## src/rtl/gat_pkg.sv

```systemverilog
// Shared widths, sizes and FSM encoding for the GAT attention-score datapath.
package gat_pkg;

    localparam int DATA_WIDTH   = 8;
    localparam int NUM_FEATURES = 16;
    localparam int A_DEPTH      = 2 * NUM_FEATURES;
    localparam int NUM_NODES    = 64;
    localparam int ACC_W        = 2 * DATA_WIDTH + $clog2(NUM_FEATURES) + 1;
    localparam int NODE_W       = $clog2(NUM_NODES);
    localparam int K_W          = $clog2(NUM_FEATURES);

    typedef enum logic [1:0] {
        IDLE  = 2'd0,
        ACCUM = 2'd1,
        OUT   = 2'd2,
        DONE  = 2'd3
    } state_t;

endpackage

```

## src/rtl/attn_mac.sv

```systemverilog
// One signed multiply-accumulate lane; sum_o is the value the accumulator takes on a load.
module attn_mac
    import gat_pkg::*;
(
    input  logic                         clk,
    input  logic                         rst,
    input  logic                         clr,
    input  logic                         load,
    input  logic signed [DATA_WIDTH-1:0] a,
    input  logic signed [DATA_WIDTH-1:0] h,
    output logic signed [ACC_W-1:0]      acc_o,
    output logic signed [ACC_W-1:0]      sum_o
);

    logic signed [2*DATA_WIDTH-1:0] prod;
    logic signed [ACC_W-1:0]        prod_ext;

    assign prod     = a * h;
    assign prod_ext = {{(ACC_W - 2*DATA_WIDTH){prod[2*DATA_WIDTH-1]}}, prod};
    assign sum_o    = acc_o + prod_ext;

    // clr wins over load so the closing beat of a row leaves the lane empty
    always_ff @(posedge clk or posedge rst) begin
        if (rst) begin
            acc_o <= '0;
        end else if (clr) begin
            acc_o <= '0;
        end else if (load) begin
            acc_o <= sum_o;
        end
    end

endmodule

```

## src/rtl/attn_score_unit.sv

```systemverilog
// Per-node src/dst attention dot products over a streamed feature row.
// Handshake: a transfer happens on a rising edge where valid and ready are both high; valid never drops without a transfer.
module attn_score_unit
    import gat_pkg::*;
#(
    parameter  int N_NODES = NUM_NODES,
    localparam int NIDX_W  = $clog2(N_NODES)
) (
    input  logic                            clk,
    input  logic                            rst,
    input  logic                            a_rdy_i,
    input  logic [A_DEPTH*DATA_WIDTH-1:0]   a_flat_i,
    input  logic                            h_vld_i,
    input  logic signed [DATA_WIDTH-1:0]    h_data_i,
    input  logic                            h_last_i,
    output logic                            h_rdy_o,
    output logic                            score_vld_o,
    input  logic                            score_rdy_i,
    output logic signed [ACC_W-1:0]         score_src_o,
    output logic signed [ACC_W-1:0]         score_dst_o,
    output logic [NIDX_W-1:0]               node_idx_o,
    output logic                            done_o,
    output logic                            err_o,
    output state_t                          state_dbg_o
);

    state_t                  state_q, state_d;
    logic [K_W-1:0]          k_q;
    logic [NIDX_W-1:0]       node_q;
    logic signed [ACC_W-1:0] score_src_q, score_dst_q;
    logic                    err_q;

    logic                         beat, row_end, accept, last_node;
    logic signed [DATA_WIDTH-1:0] a_src, a_dst;
    logic signed [ACC_W-1:0]      acc_src, acc_dst, sum_src, sum_dst;

    assign beat      = h_vld_i && (state_q == ACCUM);
    assign row_end   = beat && (k_q == K_W'(NUM_FEATURES - 1));
    assign accept    = (state_q == OUT) && score_rdy_i;
    assign last_node = (node_q == NIDX_W'(N_NODES - 1));

    assign a_src = a_flat_i[int'(k_q) * DATA_WIDTH +: DATA_WIDTH];
    assign a_dst = a_flat_i[(NUM_FEATURES + int'(k_q)) * DATA_WIDTH +: DATA_WIDTH];

    attn_mac u_mac_src (
        .clk   (clk),
        .rst   (rst),
        .clr   (row_end),
        .load  (beat),
        .a     (a_src),
        .h     (h_data_i),
        .acc_o (acc_src),
        .sum_o (sum_src)
    );

    attn_mac u_mac_dst (
        .clk   (clk),
        .rst   (rst),
        .clr   (row_end),
        .load  (beat),
        .a     (a_dst),
        .h     (h_data_i),
        .acc_o (acc_dst),
        .sum_o (sum_dst)
    );

    always_ff @(posedge clk or posedge rst) begin
        if (rst) begin
            state_q <= IDLE;
        end else begin
            state_q <= state_d;
        end
    end

    always_comb begin
        state_d = state_q;
        case (state_q)
            IDLE:    if (a_rdy_i) state_d = ACCUM;
            ACCUM:   if (row_end) state_d = OUT;
            OUT:     if (accept)  state_d = last_node ? DONE : ACCUM;
            DONE:    state_d = DONE;
            default: state_d = IDLE;
        endcase
    end

    always_comb begin
        h_rdy_o     = 1'b0;
        score_vld_o = 1'b0;
        done_o      = 1'b0;
        case (state_q)
            ACCUM:   h_rdy_o     = 1'b1;
            OUT:     score_vld_o = 1'b1;
            DONE:    done_o      = 1'b1;
            default: ;
        endcase
    end

    // Framing follows k alone; h_last_i only feeds the sticky error flag.
    always_ff @(posedge clk or posedge rst) begin
        if (rst) begin
            k_q         <= '0;
            node_q      <= '0;
            score_src_q <= '0;
            score_dst_q <= '0;
            err_q       <= 1'b0;
        end else begin
            if (beat) begin
                k_q <= row_end ? '0 : k_q + 1'b1;
                if (h_last_i != (k_q == K_W'(NUM_FEATURES - 1))) begin
                    err_q <= 1'b1;
                end
            end
            if (row_end) begin
                score_src_q <= sum_src;
                score_dst_q <= sum_dst;
            end
            if (accept) begin
                node_q <= node_q + 1'b1;
            end
        end
    end

    assign score_src_o = score_src_q;
    assign score_dst_o = score_dst_q;
    assign node_idx_o  = node_q;
    assign err_o       = err_q;
    assign state_dbg_o = state_q;

endmodule
```

## config.mk

```make
export PLATFORM = sky130hd
export DESIGN_NAME = attn_score_unit
export DESIGN_NICKNAME = d
export VERILOG_FILES = /design/src/rtl/gat_pkg.sv /design/src/rtl/attn_mac.sv /design/src/rtl/attn_score_unit.sv
export SDC_FILE = /design/constraint.sdc
export NUM_CORES = 1
export LEC_CHECK = 0
export CAP_MARGIN = 0
export CORE_UTILIZATION = 35
export CTS_CLUSTER_DIAMETER = 50
export CTS_CLUSTER_SIZE = 28
export DETAILED_ROUTE_END_ITERATION = 6
export MAX_ROUTING_LAYER = met4
export PLACE_DENSITY = 0.65
export SYNTH_ARGS = -nofsm -noshare
export SYNTH_HDL_FRONTEND = slang
export SYNTH_HIERARCHICAL = 1
export SYNTH_SLANG_ARGS = --single-unit
```

## constraint.sdc

```tcl
create_clock -name clk -period 14.6 [get_ports clk]
set_clock_uncertainty 0.1 [all_clocks]
set_input_delay 4.38 -clock clk [delete_from_list [all_inputs] [get_ports clk]]
set_output_delay 4.38 -clock clk [all_outputs]
set_load 0.01 [all_outputs]
```

==> implementation parameters <==
Parameter                              Value

Worst hold path
  Min-Delay Path Class ... reg2reg

Floorplanning
  Die boundary height ... 201 um
  # IOs ... approximately 320
  Floorplan die area ... between 0.04 and 0.05 mm^2
  Floorplan Core Area ... 0.0388 mm^2
  Die outline width ... 201 um
  Starting density of the core ... 0.357
  Standard-cell rows ... between 70 and 80

STA
  Final hold vios ... 0
  Measured slew at the worst slew-check pin ... around 950 ps
  Worst slew margin relative to its limit ... 0.364
  Unrepaired setup endpoints after global routing ... no
  Worst hold slack ... 384 ps
  Setup TNS ... 0 ps
  Min cycle time layout ... 11290 ps
  Final worst-path cycle share ... 0.773
  Final worst-path setup slack ... approximately 3300 ps
  Timing-limited maximum frequency ... 0.0886 GHz
  Number of slew-limit violations in the final report ... 0
  Number of setup violations in the final report ... 0

Layout
  Fraction of final layout cells with drive strength greater than 1 ... 0.0981
  Area added between synthesis and finish ... 28.7%
  Most common library cell in the layout ignoring fill and taps ... sky130_fd_sc_hd__clkdlybuf4s50_1
  Nets@finish ... between 2000 and 2500
  Highest-count cells in the layout ignoring fill and taps ... sky130_fd_sc_hd__clkdlybuf4s50_1, sky130_fd_sc_hd__inv_1, sky130_fd_sc_hd__fa_1, sky130_fd_sc_hd__ha_1, sky130_fd_sc_hd__dfrtp_1
  Total of fill cells in the finished design ... 3607
  Util after Layout ... 0.459

Setup path
  CP Capture Type ... flop
  Kind of critical path ... in2reg
  Max FO, Critical Path ... 14
  Sort of element at the start of the critical path ... input port
  Arrival time of data at the critical path endpoint ... between 10000 and 15000 ps
  CP cell instances ... clkdlybuf4s50_1, mux4_2, mux2i_1, o22ai_1, and2_1, fa_1, fa_1, inv_1, fa_1, inv_1, fa_1, ha_1, ha_1, and4_1, nand2_1, or3b_1, o21ai_0, a21oi_1, xor2_1, mux2_2
  Cell with the largest stage delay on the worst path ... sky130_fd_sc_hd__and2_1
  Slowest Stage Delay on Critical Path ... 840 ps
  Data required, critical path ... 14770 ps
  Dominant cell type by count on the critical path ... sky130_fd_sc_hd__fa_1

Placed design
  DP Worst Slack ... 3060 ps
  Number of buffer cells added on primary ports ... 323
  Hpwl dp ... around 36000 um
  Final estimated routing congestion in global placement ... 0.938

Clock network
  CTS Sinks ... 97
  Post-CTS Setup Repair Bufs ... 0
  Clock Root Buffer ... sky130_fd_sc_hd__clkbuf_16
  Hold buffer count at cts ... 0
  Source-to-sink clock delay at the later pin of the worst-skew pair ... ~380 ps
  Count of cells resized by post-cts repair ... 0
  Clock-pin slew on the worst setup and hold paths ... 80 ps
  Htree depth ... 3
  Maximum root-to-sink buffer count ... 2
  CTS tree ... done
  Number of buffers added by the clock tree synthesis step ... 9

Drt
  Antenna Nets Post-Route ... 0
  Number of iterations in the first detailed-routing pass ... 5
  Via count ... 10900
  Iteration-0 DRC count of the detailed router ... 751
  Post-detailed-route wirelength per cell ... 20.3 um
  Residual DRC count ... 0
  Drt via density ... 5.13
  Final routed wirelength across all metal layers ... 43200 um

Yosys
  Flop and latch count out of synthesis ... a little under 100
  Dominant synthesized flop cell ... sky130_fd_sc_hd__dfrtp_1
  Average cell area after synthesis ... ~11 um^2
  Number of enable-type register cells in the synthesized netlist ... 0
  Post-synthesis instance total ... 1316
  Number of warning messages in the yosys log ... 6
  Share of flip-flops with an asynchronous set or reset ... 1.00
  Netlist Area Pre-Place ... 0.0139 mm^2
  Nets in the synthesized netlist ... 1868
  Share of the yosys chip area belonging to registers ... 0.175
  Netlist cell types ... 75

GRT
  Largest net degree at the start of global routing ... ~70
  Number of antenna violations at the first check in global routing ... 4
  Overflow left after global routing ... 0
  Global-route wire length before repair ... between 60000 and 70000 um
  Total GRT Usage ... 0.224
  Via count of the first global-routing pass ... 11600

Job
  Number of max-cap violations ... 0

Outcome
  Outcome ... completed
==> flip-flops by register name, summed over array words and instances (netlist names) <==
signal / cells
err_o: 1
k_q: 4
node_idx_o: 6
score_dst_o: 21
score_src_o: 21
state_dbg_o: 2
u_mac_dst/acc_o: 21
u_mac_src/acc_o: 21
==> cells by family after synthesis <==
| logic type | Yosys count | synth area share |
|---|---|---|
| multiplexers | 175 | 0.166 |
| buffers and inverters | 251 | 0.0763 |
| XOR/XNOR | 50 | 0.0316 |
| adder cells (fa/ha/maj) | 282 | 0.354 |
| AO/OA/AOI/OAI | 181 | 0.0918 |
| flip-flops | 97 | 0.175 |
| AND/OR/NAND/NOR | 280 | 0.104 |
==> layer usage <==
layer  vias up  track usage  share of wire
met2       363        0.354           0.47
met5         -            -              0
li1       5034            -              -
met4         0       0.0660          0.021
met3        42       0.0240          0.045
met1      5489        0.303           0.46
==> cells in the mapped netlist, types with 18 or more instances <==
cell type	instances	area (um^2)
sky130_fd_sc_hd__fa_1	184	3680
sky130_fd_sc_hd__inv_1	196	736
sky130_fd_sc_hd__ha_1	98	1230
sky130_fd_sc_hd__mux4_2	28	631
sky130_fd_sc_hd__o22ai_1	32	200
sky130_fd_sc_hd__and2_1	69	432
sky130_fd_sc_hd__xnor2_1	38	333
sky130_fd_sc_hd__o21ai_0	18	90.1
sky130_fd_sc_hd__nand2_1	72	270
sky130_fd_sc_hd__clkbuf_1	18	67.6
sky130_fd_sc_hd__mux2_1	24	270
sky130_fd_sc_hd__dfrtp_1	97	2430
sky130_fd_sc_hd__mux2i_1	36	360
sky130_fd_sc_hd__a21oi_1	31	155
sky130_fd_sc_hd__mux2_2	83	935
sky130_fd_sc_hd__nor2_1	61	229
sky130_fd_sc_hd__o221ai_1	19	166
==> metrics by stage <==
stage	cell area (um^2)	instances
final	17800	2131
after global routing	17800	2131
after CTS	17800	2129
after detailed placement	17500	2114
after global placement	17500	2114
after floorplan	13900	1316
==> final timing paths <==
kind,cells after the start,startpoint,slack [ps],to
setup / recovery,20,a_flat_i[23],3310,score_src_o[19]
hold / removal,1,err_o,380,err_o
setup reg to reg,20,k_q[2],6460,score_src_o[19]
hold reg to reg,1,err_o,380,err_o
max in group asynchronous,3,rst,9200,k_q[2]
min in group asynchronous,2,rst,4310,score_dst_o[2]
==> cell type report <==
type,count,area [um^2],share of cell area
multi-input cells,968,10400,0.581
repair buffers,334,3320,0.186
flip-flops and latches,97,2430,0.136
inverters,197,739,0.0415
well taps,518,648,0.0363
clock buffers,10,239,0.0134
clock inverters,5,86.3,0.00484
diodes,2,5.00,0.000281
==> worst max-delay path: cells and delay by family <==
family	cells	cell delay, ps
buffers and inverters	3	770
adders and majority gates	6	2810
AOI/OAI and AO/OA	3	1190
muxes	3	640
xor gates and xnor gates	1	160
and+or+nand+nor	4	1530
Power is left out: the tool's default activity adds up to more than one toggle a clock period on the data nets, which glitch-free logic cannot reach.
